`src/rtl/cfg_word_sequencer_pkg.sv`:
```
// -----------------------------------------------------------------------------
// cfg_seq_pkg
// Shared definitions for the configuration-word sequencer that feeds the
// sensor SPI register uploader: word field widths, register address map,
// the default word shown when nothing is queued, and a word-packing helper.
// -----------------------------------------------------------------------------
package cfg_seq_pkg;

  localparam int CFG_ADDR_W = 4;
  localparam int CFG_DATA_W = 12;
  localparam int CFG_WORD_W = CFG_ADDR_W + CFG_DATA_W;

  // Sensor register address map (upper nibble of a configuration word).
  localparam logic [CFG_ADDR_W-1:0] SEQUENCER   = 4'h0;
  localparam logic [CFG_ADDR_W-1:0] START1      = 4'h1;
  localparam logic [CFG_ADDR_W-1:0] START2      = 4'h2;
  localparam logic [CFG_ADDR_W-1:0] START3      = 4'h3;
  localparam logic [CFG_ADDR_W-1:0] RES1_LENGTH = 4'h4;
  localparam logic [CFG_ADDR_W-1:0] RES2_TIMER  = 4'h5;
  localparam logic [CFG_ADDR_W-1:0] RES3_TIMER  = 4'h6;
  localparam logic [CFG_ADDR_W-1:0] FT_TIMER    = 4'h7;

  // Packs an address and a data field into one upload word.
  function automatic logic [CFG_WORD_W-1:0] cfg_word(
    input logic [CFG_ADDR_W-1:0] addr,
    input logic [CFG_DATA_W-1:0] data
  );
    return {addr, data};
  endfunction

  // Sequencer register in slave mode: harmless when rewritten every gap.
  localparam logic [CFG_WORD_W-1:0] CFG_IDLE_WORD = {SEQUENCER, 12'h028};

endpackage

```
`src/rtl/cfg_word_sequencer_if.sv`:
```
// -----------------------------------------------------------------------------
// cfg_word_sequencer_if
// Host-side word write channel into the sequencer.
//   wr_valid : host presents a word this cycle (one word per cycle max)
//   wr_data  : {addr[3:0], data[11:0]}
//   wr_ready : sequencer can accept a word (FIFO not full)
// Handshake: a word transfers on every clock edge where wr_valid is high and
// wr_ready is high. A word offered while wr_ready is low is dropped (not
// stalled) and flagged by the sticky overflow output; the host is expected
// to watch wr_ready rather than hold wr_valid.
// -----------------------------------------------------------------------------
interface cfg_word_sequencer_if;
  import cfg_seq_pkg::*;

  logic                  wr_valid;
  logic [CFG_WORD_W-1:0] wr_data;
  logic                  wr_ready;

  modport master (output wr_valid, output wr_data, input wr_ready);
  modport slave  (input wr_valid, input wr_data, output wr_ready);
endinterface

```
`src/rtl/cfg_word_fifo.sv`:
```
// -----------------------------------------------------------------------------
// cfg_word_fifo
// Synchronous word FIFO, DEPTH entries (power of two).
// Ports:
//   clk, rst      : clock, synchronous active-high reset
//   i_push/i_data : write request (ignored when full)
//   i_pop         : pop request (ignored when empty)
//   o_next_head   : head as it will be after this cycle's pop, read
//                   combinationally from the registered read pointer
//   o_count       : words held
//   o_full        : registered full flag
//   o_empty       : count is zero
// -----------------------------------------------------------------------------
module cfg_word_fifo
  import cfg_seq_pkg::*;
#(
  parameter int DEPTH = 8
) (
  input  logic                     clk,
  input  logic                     rst,
  input  logic                     i_push,
  input  logic [CFG_WORD_W-1:0]    i_data,
  input  logic                     i_pop,
  output logic [CFG_WORD_W-1:0]    o_next_head,
  output logic [$clog2(DEPTH):0]   o_count,
  output logic                     o_full,
  output logic                     o_empty
);

  localparam int AW = $clog2(DEPTH);
  localparam int unsigned DEPTH_U = DEPTH;
  localparam logic [AW:0] FULL_CNT = DEPTH_U[AW:0];

  logic [CFG_WORD_W-1:0] r_mem [DEPTH];
  logic [AW-1:0]         r_wr_ptr;
  logic [AW-1:0]         r_rd_ptr;
  logic [AW:0]           r_count;
  logic                  r_full;

  logic        w_push;
  logic        w_pop;
  logic [AW:0] w_count_nxt;
  logic [AW-1:0] w_rd_sel;

  assign w_push = i_push && !r_full;
  assign w_pop  = i_pop && (r_count != '0);

  always_comb begin
    w_count_nxt = r_count;
    if (w_push && !w_pop) w_count_nxt = r_count + 1'b1;
    if (!w_push && w_pop) w_count_nxt = r_count - 1'b1;
  end

  // Pointers wrap naturally because DEPTH is a power of two.
  assign w_rd_sel    = r_rd_ptr + AW'(w_pop);
  assign o_next_head = r_mem[w_rd_sel];
  assign o_count     = r_count;
  assign o_full      = r_full;
  assign o_empty     = (r_count == '0);

  always_ff @(posedge clk) begin
    if (w_push) r_mem[r_wr_ptr] <= i_data;
  end

  always_ff @(posedge clk) begin
    if (rst) begin
      r_wr_ptr <= '0;
      r_rd_ptr <= '0;
      r_count  <= '0;
      r_full   <= 1'b0;
    end else begin
      if (w_push) r_wr_ptr <= r_wr_ptr + 1'b1;
      if (w_pop)  r_rd_ptr <= r_rd_ptr + 1'b1;
      r_count <= w_count_nxt;
      r_full  <= (w_count_nxt == FULL_CNT);
    end
  end

endmodule

```
`src/rtl/cfg_word_sequencer.sv`:
```
// -----------------------------------------------------------------------------
// cfg_word_sequencer
// Buffers host configuration words and presents one per inter-frame gap to
// the SPI register uploader, together with the NDR frame index cNDR.
// All presentation changes happen one cycle after a frame-start event (rising
// edge of the synchronized fval), so advalue/cNDR are stable for the gap.
// Ports:
//   clock_20, reset   : 20 MHz clock, synchronous active-high reset
//   wr (slave)        : host word channel (wr_valid / wr_data / wr_ready)
//   ndr_en, ndr_len   : NDR cycle enable and length (0 treated as 1)
//   fval              : asynchronous sensor frame-valid
//   advalue, cNDR     : word and NDR index for the uploader
//   pending, overflow : words held, sticky dropped-write flag
// Build option: CFG_SEQ_NDR_EN builds the NDR counter; without it cNDR is 0,
// ndr_en/ndr_len are ignored and every frame start may pop and show a word.
// -----------------------------------------------------------------------------
module cfg_word_sequencer
  import cfg_seq_pkg::*;
#(
  parameter int                    DEPTH     = 8,
  parameter logic [CFG_WORD_W-1:0] IDLE_WORD = CFG_IDLE_WORD
) (
  input  logic                     clock_20,
  input  logic                     reset,
  cfg_word_sequencer_if.slave      wr,
  input  logic                     ndr_en,
  input  logic [7:0]               ndr_len,
  input  logic                     fval,
  output logic [CFG_WORD_W-1:0]    advalue,
  output logic [7:0]               cNDR,
  output logic [$clog2(DEPTH):0]   pending,
  output logic                     overflow
);

  localparam int CW = $clog2(DEPTH) + 1;

  // fval synchronizer, previous-value flop and registered frame-start pulse.
  logic r_fval_s1;
  logic r_fval_s2;
  logic r_fval_prev;
  logic r_evt;

  logic [CFG_WORD_W-1:0] r_advalue;
  logic                  r_shown_valid;
  logic                  r_overflow;

  logic [CFG_WORD_W-1:0] w_next_head;
  logic [CW-1:0]         w_count;
  logic                  w_full;
  logic                  w_empty;
  logic                  w_push;
  logic                  w_pop;
  logic                  w_has_next;
  logic [7:0]            w_next_cndr;

  // The shown word was uploaded during the gap that just ended.
  assign w_push = wr.wr_valid;
  assign w_pop  = r_evt && r_shown_valid;

  // Count after this event's pop; a word pushed in the same cycle is not
  // counted, so it is first shown at the following event.
  assign w_has_next = w_pop ? (w_count > CW'(1)) : !w_empty;

  cfg_word_fifo #(.DEPTH(DEPTH)) u_fifo (
    .clk         (clock_20),
    .rst         (reset),
    .i_push      (w_push),
    .i_data      (wr.wr_data),
    .i_pop       (w_pop),
    .o_next_head (w_next_head),
    .o_count     (w_count),
    .o_full      (w_full),
    .o_empty     (w_empty)
  );

`ifdef CFG_SEQ_NDR_EN
  logic [7:0] r_cndr;
  logic [7:0] w_ndr_max;

  assign w_ndr_max = (ndr_len == 8'd0) ? 8'd1 : ndr_len;

  // Wrap at max(ndr_len,1); a shrunk ndr_len or a dropped ndr_en restarts at 0.
  always_comb begin
    w_next_cndr = 8'd0;
    if (ndr_en && (r_cndr < w_ndr_max)) w_next_cndr = r_cndr + 8'd1;
  end

  always_ff @(posedge clock_20) begin
    if (reset)      r_cndr <= 8'd0;
    else if (r_evt) r_cndr <= w_next_cndr;
  end

  assign cNDR = r_cndr;
`else
  logic w_unused_ndr;
  assign w_unused_ndr = ^{ndr_en, ndr_len};
  assign w_next_cndr  = 8'd0;
  assign cNDR         = 8'd0;
`endif

  always_ff @(posedge clock_20) begin
    if (reset) begin
      // Synchronizer resets high so an fval already high creates no edge.
      r_fval_s1     <= 1'b1;
      r_fval_s2     <= 1'b1;
      r_fval_prev   <= 1'b1;
      r_evt         <= 1'b0;
      r_advalue     <= IDLE_WORD;
      r_shown_valid <= 1'b0;
      r_overflow    <= 1'b0;
    end else begin
      r_fval_s1   <= fval;
      r_fval_s2   <= r_fval_s1;
      r_fval_prev <= r_fval_s2;
      r_evt       <= r_fval_s2 && !r_fval_prev;

      if (wr.wr_valid && w_full) r_overflow <= 1'b1;

      if (r_evt) begin
        if ((w_next_cndr == 8'd0) && w_has_next) begin
          r_advalue     <= w_next_head;
          r_shown_valid <= 1'b1;
        end else begin
          r_advalue     <= IDLE_WORD;
          r_shown_valid <= 1'b0;
        end
      end
    end
  end

  assign wr.wr_ready = !w_full;
  assign advalue     = r_advalue;
  assign pending     = w_count;
  assign overflow    = r_overflow;

endmodule

```
`src/flat_wrapper.sv`:
```
// flat-port wrapper written by rule: the top's interface ports become plain ports
module cfg_word_sequencer_flat import cfg_seq_pkg::*;
#(
  parameter int                    DEPTH     = 8,
  parameter logic [CFG_WORD_W-1:0] IDLE_WORD = CFG_IDLE_WORD
)
  (clock_20, reset, ndr_en, ndr_len, fval, advalue, cNDR, pending, overflow, wr_wr_valid, wr_wr_data, wr_wr_ready);
  cfg_word_sequencer_if wr_i ();
  input  logic clock_20;
  input  logic reset;
  input  logic ndr_en;
  input  logic [7:0] ndr_len;
  input  logic fval;
  output logic [CFG_WORD_W-1:0] advalue;
  output logic [7:0] cNDR;
  output logic [$clog2(DEPTH):0] pending;
  output logic overflow;
  input wire logic [$bits(wr_i.wr_valid)-1:0] wr_wr_valid;
  input wire logic [$bits(wr_i.wr_data)-1:0] wr_wr_data;
  output wire logic [$bits(wr_i.wr_ready)-1:0] wr_wr_ready;
  assign wr_i.wr_valid = wr_wr_valid;
  assign wr_i.wr_data = wr_wr_data;
  assign wr_wr_ready = wr_i.wr_ready;
  cfg_word_sequencer #(.DEPTH(DEPTH), .IDLE_WORD(IDLE_WORD)) u_core (.clock_20(clock_20), .reset(reset), .wr(wr_i), .ndr_en(ndr_en), .ndr_len(ndr_len), .fval(fval), .advalue(advalue), .cNDR(cNDR), .pending(pending), .overflow(overflow));
endmodule
```
`config.mk`:
```
export PLATFORM = sky130hd
export DESIGN_NAME = cfg_word_sequencer_flat
export DESIGN_NICKNAME = d
export VERILOG_FILES = /design/src/rtl/cfg_word_sequencer_pkg.sv /design/src/rtl/cfg_word_sequencer_if.sv /design/src/rtl/cfg_word_fifo.sv /design/src/rtl/cfg_word_sequencer.sv /design/src/flat_wrapper.sv
export SDC_FILE = /design/constraint.sdc
export NUM_CORES = 1
export LEC_CHECK = 0
export CAP_MARGIN = 20
export CELL_PAD_IN_SITES_DETAIL_PLACEMENT = 1
export CELL_PAD_IN_SITES_GLOBAL_PLACEMENT = 1
export CORE_ASPECT_RATIO = 0.9
export CORE_MARGIN = 3
export CORE_UTILIZATION = 43
export DETAILED_ROUTE_END_ITERATION = 10
export HOLD_SLACK_MARGIN = 0.1
export PLACE_DENSITY_LB_ADDON = 0.1
export SYNTH_ARGS = -nofsm -noshare
export SYNTH_HDL_FRONTEND = slang
export SYNTH_SLANG_ARGS = --single-unit
```
`constraint.sdc`:
```
create_clock -name clock_20 -period 2.7 [get_ports clock_20]
set_clock_uncertainty 0.15 [all_clocks]
set_input_delay 0.54 -clock clock_20 [delete_from_list [all_inputs] [get_ports clock_20]]
set_output_delay 0.54 -clock clock_20 [all_outputs]
set_load 0.02 [all_outputs]
```
# Word-level counts from Yosys, hierarchy flattened
# Memories as Yosys holds them, arrays and structs flattened.
# Index checks and enable logic that the tools add are counted.
[word_totals]
reg_bits = 33
ramBits = 128
input_bits = 29
output_inout_bits = 30
word_cells = 40
mem_count = 1
[memory_table]
columns = ["name", "depth", "width", "read_ports", "rd_ports_with_merged_regs", "write_ports", "line", "rtl"]
rows = [
  ["u_core.u_fifo.r_mem", 8, 16, 1, 0, 1, "cfg_word_fifo.sv:34", "logic [CFG_WORD_W-1:0] r_mem [DEPTH];"],
]
[op_classes]
add_sub_neg = 5
n_lt_le_gt_ge = 1
eq_ne = 1
muxes = 7
n_reduce_logical = 14
[ops]
columns = ["op", "count"]
rows = [
  ["$mux 16", 1],
  ["$mux 4", 2],
  ["$logic_and 1x1->1", 7],
  ["$add 3x1->3 const B", 2],
  ["$logic_not 1->1", 5],
  ["$add 4x1->4 const B", 1],
  ["$eq 4x4->1 const B", 1],
  ["$gt 4x1->1 const B", 1],
  ["$logic_not 4->1", 1],
  ["$mux 1", 4],
  ["$reduce_bool 4->1", 1],
  ["$sub 4x1->4 const B", 1],
  ["$add 3x1->3", 1],
]

# Depth between registers and ports, before layout
[logic_depth]
word_depth = 7
depth_mapped = 11
depth_no_buf = 10

# By module
# Synthesis repeated with hierarchy kept, for this count alone.
[hier_totals]
hier_cells = 507
area_unflattened_um2 = 7158.1
[modules_own_cells]
columns = ["module", "n_inst", "cells_per_inst", "area_per_inst_um2", "seq_area_each_um2"]
rows = [
  ["cfg_word_fifo", 1, 402, 6115.9, 4063.9],
  ["cfg_word_sequencer", 1, 105, 1042.2, 440.4],
]

# Worst setup path after synthesis
# No wires, ideal clock.
[synth_path]
kind = "register to register"
startpoint = "register u_core.u_fifo.r_count[0], in the netlist u_core.u_fifo.o_count[0]"
endpoint = "register u_core.r_advalue[5], in the netlist u_core.advalue[5]"
setup_time_ps = 120
t_arrival_ps = 2703
required_time_ps = 2430
path_slack_ps = -273
stages_incl_launch_ff = 12
n_path_buf = 2
period_less_slack_ps = 2973
cell_sequence = "dfxtp_1 > inv_1 > ha_1 > or3b_4 > and3_2 > ha_1 > xor2_1 > nand2_1 > clkbuf_1 > clkbuf_1 > a21oi_1 > o31a_1"
[synth_via]
elab_chain_cells = 5
elab_cells_between_ends = 9
cone_classes = "1 x add/sub; 1 x order compare; 2 x mux; 4 x reduce/logical; 1 x memory"
[synth_rtl]
columns = ["item", "line", "rtl"]
rows = [
  ["from (decl)", "cfg_word_fifo.sv:37", "logic [AW:0] r_count;"],
  ["from (signal assigned)", "cfg_word_fifo.sv:74", "r_count <= w_count_nxt;"],
  ["$reduce_bool 4->1", "cfg_word_fifo.sv:46", "assign w_pop = i_pop && (r_count != '0);"],
  ["$logic_and 1x1->1", "cfg_word_fifo.sv:46", ""],
  ["$add 3x1->3", "cfg_word_fifo.sv:55", "assign w_rd_sel = r_rd_ptr + AW'(w_pop);"],
  ["$mem_v2 8x16", "-", ""],
  ["$mux 16 *", "cfg_word_sequencer.sv:120", "if ((w_next_cndr == 8'd0) && w_has_next) begin"],
  ["to (signal assigned)", "cfg_word_sequencer.sv:121", "r_advalue <= w_next_head;"],
  ["to (decl)", "cfg_word_sequencer.sv:43", "logic [CFG_WORD_W-1:0] r_advalue;"],
]
# Every way passes the cells marked *; elsewhere a longest branch is shown, timed or not.
# A chain may end at the register's enable or synchronous reset.

# Worst setup path in the final report
[layout_path]
startpoint = "register u_core.u_fifo.r_count[1], in the netlist u_core.u_fifo.o_count[1]"
endpoint = "register u_core.r_advalue[2], in the netlist u_core.advalue[2]"
# The elaborated chain is that of the path after synthesis.

==> results by group <==
Critical path
  – Kind of critical path: flip-flop to flip-flop
  – R2R setup slack: 0.10 ns
  – CP endpoint kind: flip-flop
  – Reg2reg end: u_core.advalue[2]
  – Type of origin of the critical path: flip-flop
  – Reg2reg start: u_core.u_fifo.o_count[1]
  – Crit path arrival time: approximately 2.8 ns
  – CP required: 2.85 ns
  – Crit-path max FO: 15
  – R2R cell count: 10

Global routing
  – Initial antenna violation count: 0
  – Vias in the first global route: roughly 4200
  – Largest net degree at the start of global routing: 60
  – Remaining Overflow, GRT: 0
  – All-Layer GR Usage: a little under 20%
  – Global-route wire length before repair: 23600 um

Detailed routing
  – Antenna-violating nets left: 0
  – Vias/cell: ~5.3
  – First-pass DRT Iterations: 4
  – DRT iter0 DRCs: 232
  – Total Wirelength: 15000 um
  – Vias: between 3000 and 4000
  – Number of remaining DRC errors: 0
  – Wire per inst: 20.6 um

Worst hold path
  – Worst hold endpoint: u_core.r_evt
  – WHS Path Cells: 1
  – Hold path startpoint: u_core.r_fval_prev
  – Worst Hold Class: flip-flop to flip-flop

CTS
  – Num CTS Buffers: 17
  – CTS hold repair buffers: 0
  – CTS root buffer: clkbuf_16
  – CTS tree: built
  – CTS Sinks: 161
  – Htree depth: 4
  – Worst skew pair latency: ~0.43 ns
  – Longest Clk Path Bufs: 2
  – Clock-pin slew on the worst setup and hold paths: around 0.06 ns

Final layout
  – Fin nets: 557
  – Number of fill cells: 1368
  – Sequential Area: 0.00451 mm^2
  – Fraction of layout cells with a size suffix above 1: 24.5%
  – Layout area overhead: 24.0%
  – Post-layout util: 55.7%
  – Commonest non-fill, non-tap cell in the layout: edfxtp_1
  – Inserted Diodes: 0
  – Most frequent cells in the layout: edfxtp_1 (128), nand2_1 (55), clkdlybuf4s50_1 (41)
  – Multi-input logic area: roughly 0.0018 mm^2
  – Post-route cell area: about 0.0080 mm^2

Synth
  – Syn_area_per_cell: 14.5 um^2
  – EDFF count, synth: 128
  – Post-synthesis sequential area ratio: 70.1%
  – Main area contributors after synthesis: edfxtp_1 (60%), dfxtp_1 (10%), mux2_2 (6.3%), nand2_1 (3.3%), o22ai_1 (1.7%)
  – Share of the synthesized area in the top cell type: 59.8%
  – Synth warn: 0
  – Main synth FF type: edfxtp_1
  – Leading area contributor after synthesis: edfxtp_1
  – Netlist Area Pre-Place: 0.00643 mm^2
  – Yosys reg bits: 161
  – Library cells used by synthesis: 50
  – Post-synth ARST share: 0%
  – Post-Synthesis Cells: 444

STA
  – Final period util: a little over nine tenths
  – Final setup viols: 0
  – Fin. max-slew vios: 0
  – Count of final hold-check violations: 0
  – Achievable Freq: 385 MHz
  – Hold_ws: 0.245 ns
  – Minimum clock period: 2.60 ns
  – Setup repair after global routing missed its margin: true

Floorplan
  – Die ar.: 0.0165 mm^2
  – Initial core utilization: 44.9%
  – Row count: 41
  – Core Footprint: 0.0143 mm^2
  – Die width: 135 um
  – Die height: 122 um
  – Io pins: 59

Power
  – P_leak: approximately 2.7 nW
  – Combinational power share: 5.0%
  – Sequential Power Share: between 50% and 60%
  – Pwr/cell area: 676 mW/mm^2
  – Peak VDD IR: 0.458 mV
  – Switching power: 1.11 mW
  – Sw Ratio: 20.6%
  – Int Power: 4.27 mW
  – Clock share of power: 43.8%

Place
  – Placed inst area: between 0.007 and 0.008 mm^2
  – Dpl hpwl: 9210 um
  – Gp weighted congestion: 0.766
  – Port bufs: 41

Outcome
  – Status: completed

Run
  – Maxcap violations: 0
## sequential cells by signal, indices dropped and copies added, names as in the netlist
| register | cells |
|---|---|
| u_core.u_fifo.o_count | 4 |
| u_core.r_fval_s1 | 1 |
| u_core.u_fifo.r_wr_ptr | 3 |
| u_core.u_fifo.r_rd_ptr | 3 |
| u_core.r_fval_prev | 1 |
| u_core.overflow | 1 |
| u_core.u_fifo.r_mem | 128 |
| u_core.advalue | 16 |
| u_core.r_fval_s2 | 1 |
| u_core.u_fifo.o_full | 1 |
| u_core.r_shown_valid | 1 |
| u_core.r_evt | 1 |
## stage by stage
| step | setup slack [ns] | setup TNS [ns] | instances | power, mW |
|---|---|---|---|---|
| after global placement | -0.0611 | -0.375 | 692 | 3.07 |
| final | 0.102 | 0 | 728 | 5.38 |
| after floorplan | 0.00118 | 0 | 451 | 2.95 |
| after CTS | 0.00942 | 0 | 727 | 5.44 |
| after global routing | -0.0104 | -0.0104 | 728 | 5.57 |
| after detailed placement | -0.0903 | -0.543 | 692 | 3.08 |
## how the worst max path moves through the flow
stage                             startpoint           endpoint  cells past startpoint
global placement    u_core.u_fifo.o_count[1]  u_core.advalue[6]                     10
finish              u_core.u_fifo.o_count[1]  u_core.advalue[2]                     10
floorplan           u_core.u_fifo.o_count[0]  u_core.advalue[2]                     11
CTS                 u_core.u_fifo.o_count[1]  u_core.advalue[1]                     11
detailed placement  u_core.u_fifo.o_count[1]  u_core.advalue[0]                     10
global route        u_core.u_fifo.o_count[1]  u_core.advalue[2]                     10
## cells by family after synthesis
| family | Yosys count | synth area share, % |
|---|---|---|
| DFF | 161 | 70.1 |
| and+or+nand+nor | 127 | 9.75 |
| AOI/OAI and AO/OA | 69 | 7.59 |
| muxes | 41 | 7.09 |
| buffers and inverters | 31 | 3.17 |
| xor gates and xnor gates | 8 | 1.09 |
| adders and majority gates | 6 | 1.17 |
| other | 1 | 0.0583 |
## timing repair
action                     in CTS  in global routing
pin swaps                       1                  2
cloned                          0                  0
setup endpoints to repair       9                  7
gates resized for setup         2                  5
buffers inserted                3                  1
## layer usage
metal	global-route usage, %	part of all wire [%]
met1	26.9	47
met2	30.7	47
met3	5.33	4.1
met4	6.36	1.2
met5	0	0
## worst max-delay path, cell delays in order (launching register included)
cell and delay (ns):
dfxtp_2 0.32, inv_2 0.09, ha_4 0.13, or3b_4 0.37, and3_2 0.23, ha_2 0.39, nand2_2 0.10, buf_12 0.16
or3_1 0.34, o311ai_0 0.10, o31ai_1 0.11
## power groups by stage
stage	Sequential, mW	Combinational, mW	Clock (mW)
after floorplan	2.81	0.139	0
after global placement	2.81	0.263	0
after detailed placement	2.81	0.272	0
after CTS	2.76	0.274	2.41
after global routing	2.76	0.297	2.51
final	2.76	0.271	2.36
## synthesized netlist by cell type, types with 3 or more instances
| cell | instances |
|---|---|
| a21oi_1 | 6 |
| and3_1 | 13 |
| buf_2 | 4 |
| buf_4 | 11 |
| buf_6 | 4 |
| clkbuf_1 | 7 |
| dfxtp_1 | 33 |
| edfxtp_1 | 128 |
| ha_1 | 6 |
| inv_1 | 3 |
| mux2_2 | 36 |
| mux2i_1 | 5 |
| nand2_1 | 56 |
| nand2b_1 | 4 |
| nand3_1 | 4 |
| nor2_1 | 20 |
| nor3_1 | 6 |
| o21ai_0 | 13 |
| o22ai_1 | 17 |
| o311ai_0 | 6 |
| o31ai_1 | 14 |
| or2_2 | 3 |
| or3_1 | 8 |
| xnor2_1 | 3 |
| xor2_1 | 5 |
## final cells by class
type / count / area share (%)
Sequential cell: 161 / 56.6
Inverter: 3 / 0.141
Multi-Input combinational cell: 259 / 22.9
Clock buffer: 22 / 5.95
Tap cell: 193 / 3.03
Clock inverter: 10 / 1.38
Timing Repair Buffer: 80 / 10.1
Power figures use the tool's default switching activity.
